File: src/rtl/mips_pkg.sv
// Shared fetch-side definitions: reset PC default, fetch FSM states and queue entry layout.
package mips_pkg;

    localparam int unsigned INSTR_W          = 32;
    localparam logic [31:0] RESET_PC_DEFAULT = 32'h0000_0000;

    typedef enum logic {
        FETCH = 1'b0,
        DROP  = 1'b1
    } fetch_state_e;

    typedef struct packed {
        logic [INSTR_W-1:0] instr;
        logic [31:0]        pc_plus4;
    } fetch_entry_t;

endpackage

File: src/rtl/fetch_fifo.sv
// Synchronous FIFO of {instr, pc+4} entries with a synchronous flush used on redirect.
module fetch_fifo
    import mips_pkg::*;
#(
    parameter int unsigned DEPTH = 4
) (
    input  logic         Clk,
    input  logic         Reset,
    input  logic         clear_i,
    input  logic         push_i,
    input  fetch_entry_t push_data_i,
    input  logic         pop_i,
    output logic         empty_o,
    output logic         full_o,
    output fetch_entry_t head_o
);

    localparam int unsigned PW = $clog2(DEPTH);
    localparam int unsigned CW = PW + 1;

    fetch_entry_t   mem_q [DEPTH];
    logic [PW-1:0]  wptr_q, wptr_d;
    logic [PW-1:0]  rptr_q, rptr_d;
    logic [CW-1:0]  count_q, count_d;
    logic           push_en, pop_en;

    assign empty_o = (count_q == '0);
    assign full_o  = (count_q == CW'(DEPTH));
    assign head_o  = mem_q[rptr_q];

    // A flush wins over any push or pop presented in the same cycle.
    assign pop_en  = pop_i && !empty_o && !clear_i;
    assign push_en = push_i && (!full_o || pop_en) && !clear_i;

    always_comb begin
        wptr_d  = wptr_q;
        rptr_d  = rptr_q;
        count_d = count_q;
        if (clear_i) begin
            wptr_d  = '0;
            rptr_d  = '0;
            count_d = '0;
        end else begin
            if (push_en) begin
                wptr_d = wptr_q + PW'(1);
            end
            if (pop_en) begin
                rptr_d = rptr_q + PW'(1);
            end
            count_d = count_q + CW'(push_en) - CW'(pop_en);
        end
    end

    always_ff @(posedge Clk) begin
        if (Reset) begin
            wptr_q  <= '0;
            rptr_q  <= '0;
            count_q <= '0;
            for (int i = 0; i < int'(DEPTH); i++) begin
                mem_q[i] <= '0;
            end
        end else begin
            wptr_q  <= wptr_d;
            rptr_q  <= rptr_d;
            count_q <= count_d;
            if (push_en) begin
                mem_q[wptr_q] <= push_data_i;
            end
        end
    end

endmodule

File: src/rtl/ifetch_queue.sv
// Fetch unit: owns the fetch PC, issues req/ack fetches into a prefetch queue, handles redirects.
module ifetch_queue
    import mips_pkg::*;
#(
    parameter int unsigned DEPTH    = 4,
    parameter logic [31:0] RESET_PC = RESET_PC_DEFAULT
) (
    input  logic        Clk,
    input  logic        Reset,
    input  logic        redirect_valid,
    input  logic [31:0] redirect_pc,
    output logic        im_req,
    output logic [31:0] im_addr,
    input  logic        im_ack,
    input  logic [31:0] im_data,
    output logic        inst_valid,
    output logic [31:0] inst,
    output logic [31:0] inst_pc_plus4,
    input  logic        inst_ready
);

    fetch_state_e state_q, state_d;
    logic [31:0]  fetch_pc_q, fetch_pc_d;
    logic [31:0]  drop_addr_q, drop_addr_d;

    logic         fifo_push;
    logic         fifo_empty;
    logic         fifo_full;
    fetch_entry_t fifo_head;
    fetch_entry_t push_entry;
    logic         unused_redirect_lsbs;

    assign unused_redirect_lsbs = ^redirect_pc[1:0];

    // A request stays up until acked: count only falls while it waits, so !full cannot drop.
    assign im_req  = !Reset && ((state_q == DROP) || !fifo_full);
    assign im_addr = (state_q == DROP) ? drop_addr_q : fetch_pc_q;

    assign push_entry.instr    = im_data;
    assign push_entry.pc_plus4 = im_addr + 32'd4;

    always_comb begin
        state_d     = state_q;
        fetch_pc_d  = fetch_pc_q;
        drop_addr_d = drop_addr_q;
        fifo_push   = 1'b0;
        if (redirect_valid) begin
            fetch_pc_d = {redirect_pc[31:2], 2'b00};
            if (im_req && !im_ack) begin
                state_d     = DROP;
                drop_addr_d = im_addr;
            end else begin
                state_d = FETCH;
            end
        end else if (im_req && im_ack) begin
            if (state_q == DROP) begin
                state_d = FETCH;
            end else begin
                fifo_push  = 1'b1;
                fetch_pc_d = fetch_pc_q + 32'd4;
            end
        end
    end

    always_ff @(posedge Clk) begin
        if (Reset) begin
            state_q     <= FETCH;
            fetch_pc_q  <= {RESET_PC[31:2], 2'b00};
            drop_addr_q <= '0;
        end else begin
            state_q     <= state_d;
            fetch_pc_q  <= fetch_pc_d;
            drop_addr_q <= drop_addr_d;
        end
    end

    fetch_fifo #(
        .DEPTH (DEPTH)
    ) u_fetch_fifo (
        .Clk         (Clk),
        .Reset       (Reset),
        .clear_i     (redirect_valid),
        .push_i      (fifo_push),
        .push_data_i (push_entry),
        .pop_i       (inst_valid && inst_ready),
        .empty_o     (fifo_empty),
        .full_o      (fifo_full),
        .head_o      (fifo_head)
    );

    assign inst_valid    = !fifo_empty;
    assign inst          = fifo_head.instr;
    assign inst_pc_plus4 = fifo_head.pc_plus4;

endmodule

File: config.mk
export PLATFORM = sky130hd
export DESIGN_NAME = ifetch_queue
export DESIGN_NICKNAME = d
export VERILOG_FILES = /design/src/rtl/mips_pkg.sv /design/src/rtl/fetch_fifo.sv /design/src/rtl/ifetch_queue.sv
export SDC_FILE = /design/constraint.sdc
export NUM_CORES = 1
export LEC_CHECK = 0
export CORE_UTILIZATION = 35
export CTS_CLUSTER_DIAMETER = 40
export DETAILED_ROUTE_END_ITERATION = 8
export SYNTH_ARGS = -nofsm -noshare
export SYNTH_HDL_FRONTEND = slang
export SYNTH_SLANG_ARGS = --single-unit
File: constraint.sdc
create_clock -name Clk -period 3.26 [get_ports Clk]
set_clock_uncertainty 0.1 [all_clocks]
set_input_delay 0.489 -clock Clk [delete_from_list [all_inputs] [get_ports Clk]]
set_output_delay 0.489 -clock Clk [all_outputs]
set_load 0.005 [all_outputs]
# Word level (Yosys, flattened, before mapping)
# Memories as Yosys holds them, arrays and structs flattened. A register that Yosys moved wholly into a read port is not among the register bits.
# Index checks and enable logic that the tools add are counted.
# op_classes
reduce_logical	22
mux	20
bitwise	1
eq_ne	2
n_addsub	6
# op_table
operator	n
$mux 32	4
$add 32x3->32 const B	2
$mux 64	1
$reduce_or 64->1	1
$mux 1	12
$logic_and 1x1->1	8
$mux 2	3
$reduce_and 2->1	3
$logic_not 1->1	5
$add 2x1->2 const B	2
$add 3x1->3	1
$eq 3x3->1 const B	1
$logic_not 3->1	1
$sub 3x1->3	1
$logic_or 1x1->1	2
$ne 2x2->1 const B	1
$reduce_bool 2->1	1
$reduce_or 2->1	1
$not 1->1	1
# word_totals
input_bits	69
mem_bits_rw	256
mem_count	1
register_bits	72
output_inout_bits	98
# memory_table
name	depth	word_bits	read_ports	rd_ports_with_merged_regs	write_ports	line	text
u_fetch_fifo.mem_q	4	64	1	1	4	fetch_fifo.sv:21	fetch_entry_t mem_q [DEPTH];

# Longest topological paths before layout
# depth
word_depth	14
mapped_depth	11

# Cells and area by module
# A second synthesis with hierarchy kept.
# hier_totals
cells_unflattened	1214
hier_area_um2	15179.6
# by_module_without_submodules
mod	cells_each	n_inst	area_each_um2
fetch_fifo	742	1	11275.8
ifetch_queue	472	1	3903.7

# Least setup slack after synthesis
# No wires, ideal clock.
# synth_path
kind	register to register
startpoint	register state_q
endpoint	memory u_fetch_fifo.mem_q[0][24] (netlist name) (data pin)
synth_period_minus_slack_ns	3.555
t_required_ns	2.890
path_stages_with_launch	12
slack_ns	-0.295
setup_ns	0.270
arrival_ns	3.185
cell_sequence	dfxtp_1 > buf_6 > buf_2 > buf_2 > buf_1 > mux2_2 > ha_1 > nand4_1 > a222oi_1 > nand3_2 > nor4b_2 > nor3_1
# synth_lines
element	line	text
start: declaration	ifetch_queue.sv:22	fetch_state_e state_q, state_d;
start signal: assignment	ifetch_queue.sv:71	state_q <= state_d;
end: declaration	fetch_fifo.sv:21	

# Worst setup path after layout
# layout_path
startpoint	register state_q
endpoint	output im_addr[24]
# layout_between
elab_chain_cells	1
# layout_rtl
element	line	text
$mux 32	ifetch_queue.sv:37	assign im_addr = (state_q == DROP) ? drop_addr_q : fetch_pc_q;
end: declaration	ifetch_queue.sv:13	output logic [31:0] im_addr,
# No other way between the ends.

==> flow_summary.yaml <==
min_path:
  hold_end: "u_fetch_fifo.count_q[1]$_SDFF_PP0_"
  min_path_type: "input pin to register"
  hp-start: "Reset"
  hold_depth: 3
detailed_routing:
  first_pass_iters: 6
  antenna_left: 0
  routed_via_density: 5.18
  vias: 10200
  wirelength_mm: 39.4
  drc: 0
  dr.first_iter.drc_count: 769
  wl_per_cell_um: 20.0
synth:
  syn-cell-area_mm2: 0.0149
  synth_cells: 1196
  ys.warnings.count: 0
  synth_edf_count: 256
  yosys.area.top_type: "edfxtp_1"
  yosysUniqueCellTypes: 57
  synthFlopType: "edfxtp_1"
  synthArstFlopShare_pct: 0
  synth_area_leaders: "edfxtp_1 52%, dfxtp_1 9.7%, mux4_2 9.7%, nor2_1 5.5%, mux2i_1 2.2%"
  avgSynthCellArea_um2: 12.5
  ys_ff_latch: 328
  ys_seq_area_share_pct: 61.2
  synth_top_area_share_pct: 51.5
final_layout:
  final_cell_mix: "256 x edfxtp_1, 217 x nor2_1, 163 x clkdlybuf4s50_1, 69 x nand2_1, 69 x dfxtp_1"
  final_common_cell: "edfxtp_1"
  fill_cells: 3859
  layout.nets: 1469
  drive_gt1_share_pct: 15.8
  syn_to_final_growth_pct: 28.9
  final_area_mm2: 0.0192
  antennaDiodeCount: 0
sta:
  layout_setup_ws_ns: 0.172
  setup_viol: 0
  worst_pin_slew_ns: 0.759
  drv_slew: 0
  fmax_ghz: 0.324
  finalHoldViolCount: 0
  rsz0062_at_grt: "no"
  whs_ns: 0.215
  setup_tns_ns: 0
  period_minus_slack_ns: 3.09
  slew_headroom_pct: 48.9
  finalCritPeriodShare_pct: 94.7
clock_network:
  cts_inserted_buffers: 49
  clock_path_buffers: 3
  clk_pin_slew_worst_paths_ns: 0.05
  post_cts_buffers: 0
  root_buffer: "clkbuf_16"
  htreeDepth: 2
  post_cts.resized_instances: 0
  cts_tree: "built"
  cts.sinks: 328
  clock_latency_ns: 0.58
  ctsHoldBuffers: 0
critical_path:
  timing.rr.start: "fetch_pc_q[2]$_SDFFE_PP0P_"
  cp-start-kind: "register"
  r2r_end: "u_fetch_fifo.mem_q[2][26]$_SDFFCE_PN0P_"
  worstSetupPathType: "register to output pin"
  critPathMaxFanout: 71
  cp.arrival_ns: 2.50
  ff2ff_path_depth: 8
  end_kind: "output pin"
  required_ns: 2.67
  r2r_slack_ns: 0.28
power_and_ir_drop:
  powerDensity_mw_per_mm2: 574
  irDropWorstVdd_v: 0.000452
  p_leak_nw: 6.84
run_status:
  status: "finished, final reports clean"
global_routing:
  grt_util_met1_pct: 24.8
  grt_usage_pct: 18.5
  globalRouteMet2Util_pct: 30.8
  grt_pass1_vias: 10500
  grt_max_degree: 72
  top_usage_layer: "met2"
  antenna_found_initial: 0
  grtUsageMet3_pct: 3.08
  grt_overflow_total: 0
  grt_pass1_wl_mm: 61.5
place:
  place_ws_ns: 0.342
  place_congestion: 0.811
  dp_hpwl_mm: 25.7
  io_buffers: 164
  dpl_cell_area_mm2: 0.0175
floorplanning:
  coreArea_mm2: 0.0420
  rows: 75
  fp.dieW_um: 208
  boundaryPins: 167
  start_util_pct: 35.5
  die-area_mm2: 0.0435
  fp.dieH_um: 208
flow_run:
  cap_violations: 0
-- state kept, by name (all words and copies together), names as in the netlist, named ones only --
register and count:
u_fetch_fifo.wptr_q 2, u_fetch_fifo.rptr_q 2, u_fetch_fifo.count_q 3, state_q 1
fetch_pc_q 30, u_fetch_fifo.mem_q 256, drop_addr_q 32
-- where the power goes --
group | switching [W] | leakage [nW] | internal (W)
combinational | 0.000455 | 2.79 | 0.000421
clock | 0.00202 | 0.814 | 0.00335
sequential | 0.0000863 | 3.24 | 0.00470
total | 0.00256 | 6.84 | 0.00847
-- worst max-delay path, cell delays in order, from the launching register on --
cell	delay (ns)
dfxtp_2	0.41
buf_12	0.31
mux2i_1	0.51
inv_1	0.17
clkdlybuf4s50_1	0.49
-- cell type report --
class	count	area [µm²]	share of cell area [%]
flip-flops and latches	328	9140	47.5
well taps	539	674	3.51
inverters	59	221	1.15
clock buffers	54	1240	6.47
repair buffers	214	2150	11.2
multi-input cells	743	5360	27.9
clock inverters	37	448	2.33
-- worst max path at each step --
stage                                    start                                      end  slack, ns  cells after the start
floorplan                 state_q$_SDFFE_PP0P_  u_fetch_fifo.mem_q[0][30]$_SDFFCE_PN0P_      0.007                     11
global placement    fetch_pc_q[2]$_SDFFE_PP0P_  u_fetch_fifo.mem_q[0][26]$_SDFFCE_PN0P_       0.36                      8
detailed placement  fetch_pc_q[2]$_SDFFE_PP0P_  u_fetch_fifo.mem_q[0][26]$_SDFFCE_PN0P_       0.34                      8
CTS                                   register                         inst_pc_plus4[3]       0.09                      3
global route        fetch_pc_q[2]$_SDFFE_PP0P_  u_fetch_fifo.mem_q[0][26]$_SDFFCE_PN0P_      0.009                      8
finish                    state_q$_SDFFE_PP0P_                              im_addr[24]       0.17                      4
-- cell usage after synthesis (13+ instances only) --
| cell | instances |
|---|---|
| a211oi_1 | 27 |
| nand2_1 | 69 |
| clkbuf_1 | 48 |
| inv_1 | 58 |
| edfxtp_1 | 256 |
| xnor2_1 | 36 |
| o21ai_0 | 14 |
| nor2_1 | 218 |
| buf_1 | 16 |
| nand3_1 | 30 |
| mux4_2 | 64 |
| nor3_1 | 52 |
| nor4_1 | 13 |
| dfxtp_1 | 72 |
| mux2i_1 | 33 |
| and2_1 | 46 |
| nand4_1 | 22 |
-- through the flow --
step	power (W)	utilization, %	cells
2_1_floorplan	0.00526	-	1203
3_3_place_gp	0.00574	41.7	1883
3_5_place_dp	0.00575	41.7	1883
4_1_cts	0.0112	45.8	1974
5_1_grt	0.0114	45.8	1974
6_report	0.0110	45.8	1974
-- metal layers --
layer  wire length, µm  part of all wire, %
met1             17100                   43
met2             19100                   48
met3              2500                  6.3
met4               769                  2.0
met5                 0                    0
-- cell families (layout without fill, tap and decap cells) --
| logic type | Yosys count | after routing | synth area share, % |
|---|---|---|---|
| xor+xnor | 45 | 45 | 2.64 |
| buf+inv | 132 | 364 | 3.44 |
| mux | 108 | 108 | 12.7 |
| simple gates | 491 | 491 | 15.5 |
| flops | 328 | 328 | 61.2 |
| compound gates | 86 | 86 | 4.05 |
| other cells | 1 | 8 | 0.0251 |
| fa+ha+maj | 5 | 5 | 0.470 |
(Power assumes the default switching activity.)
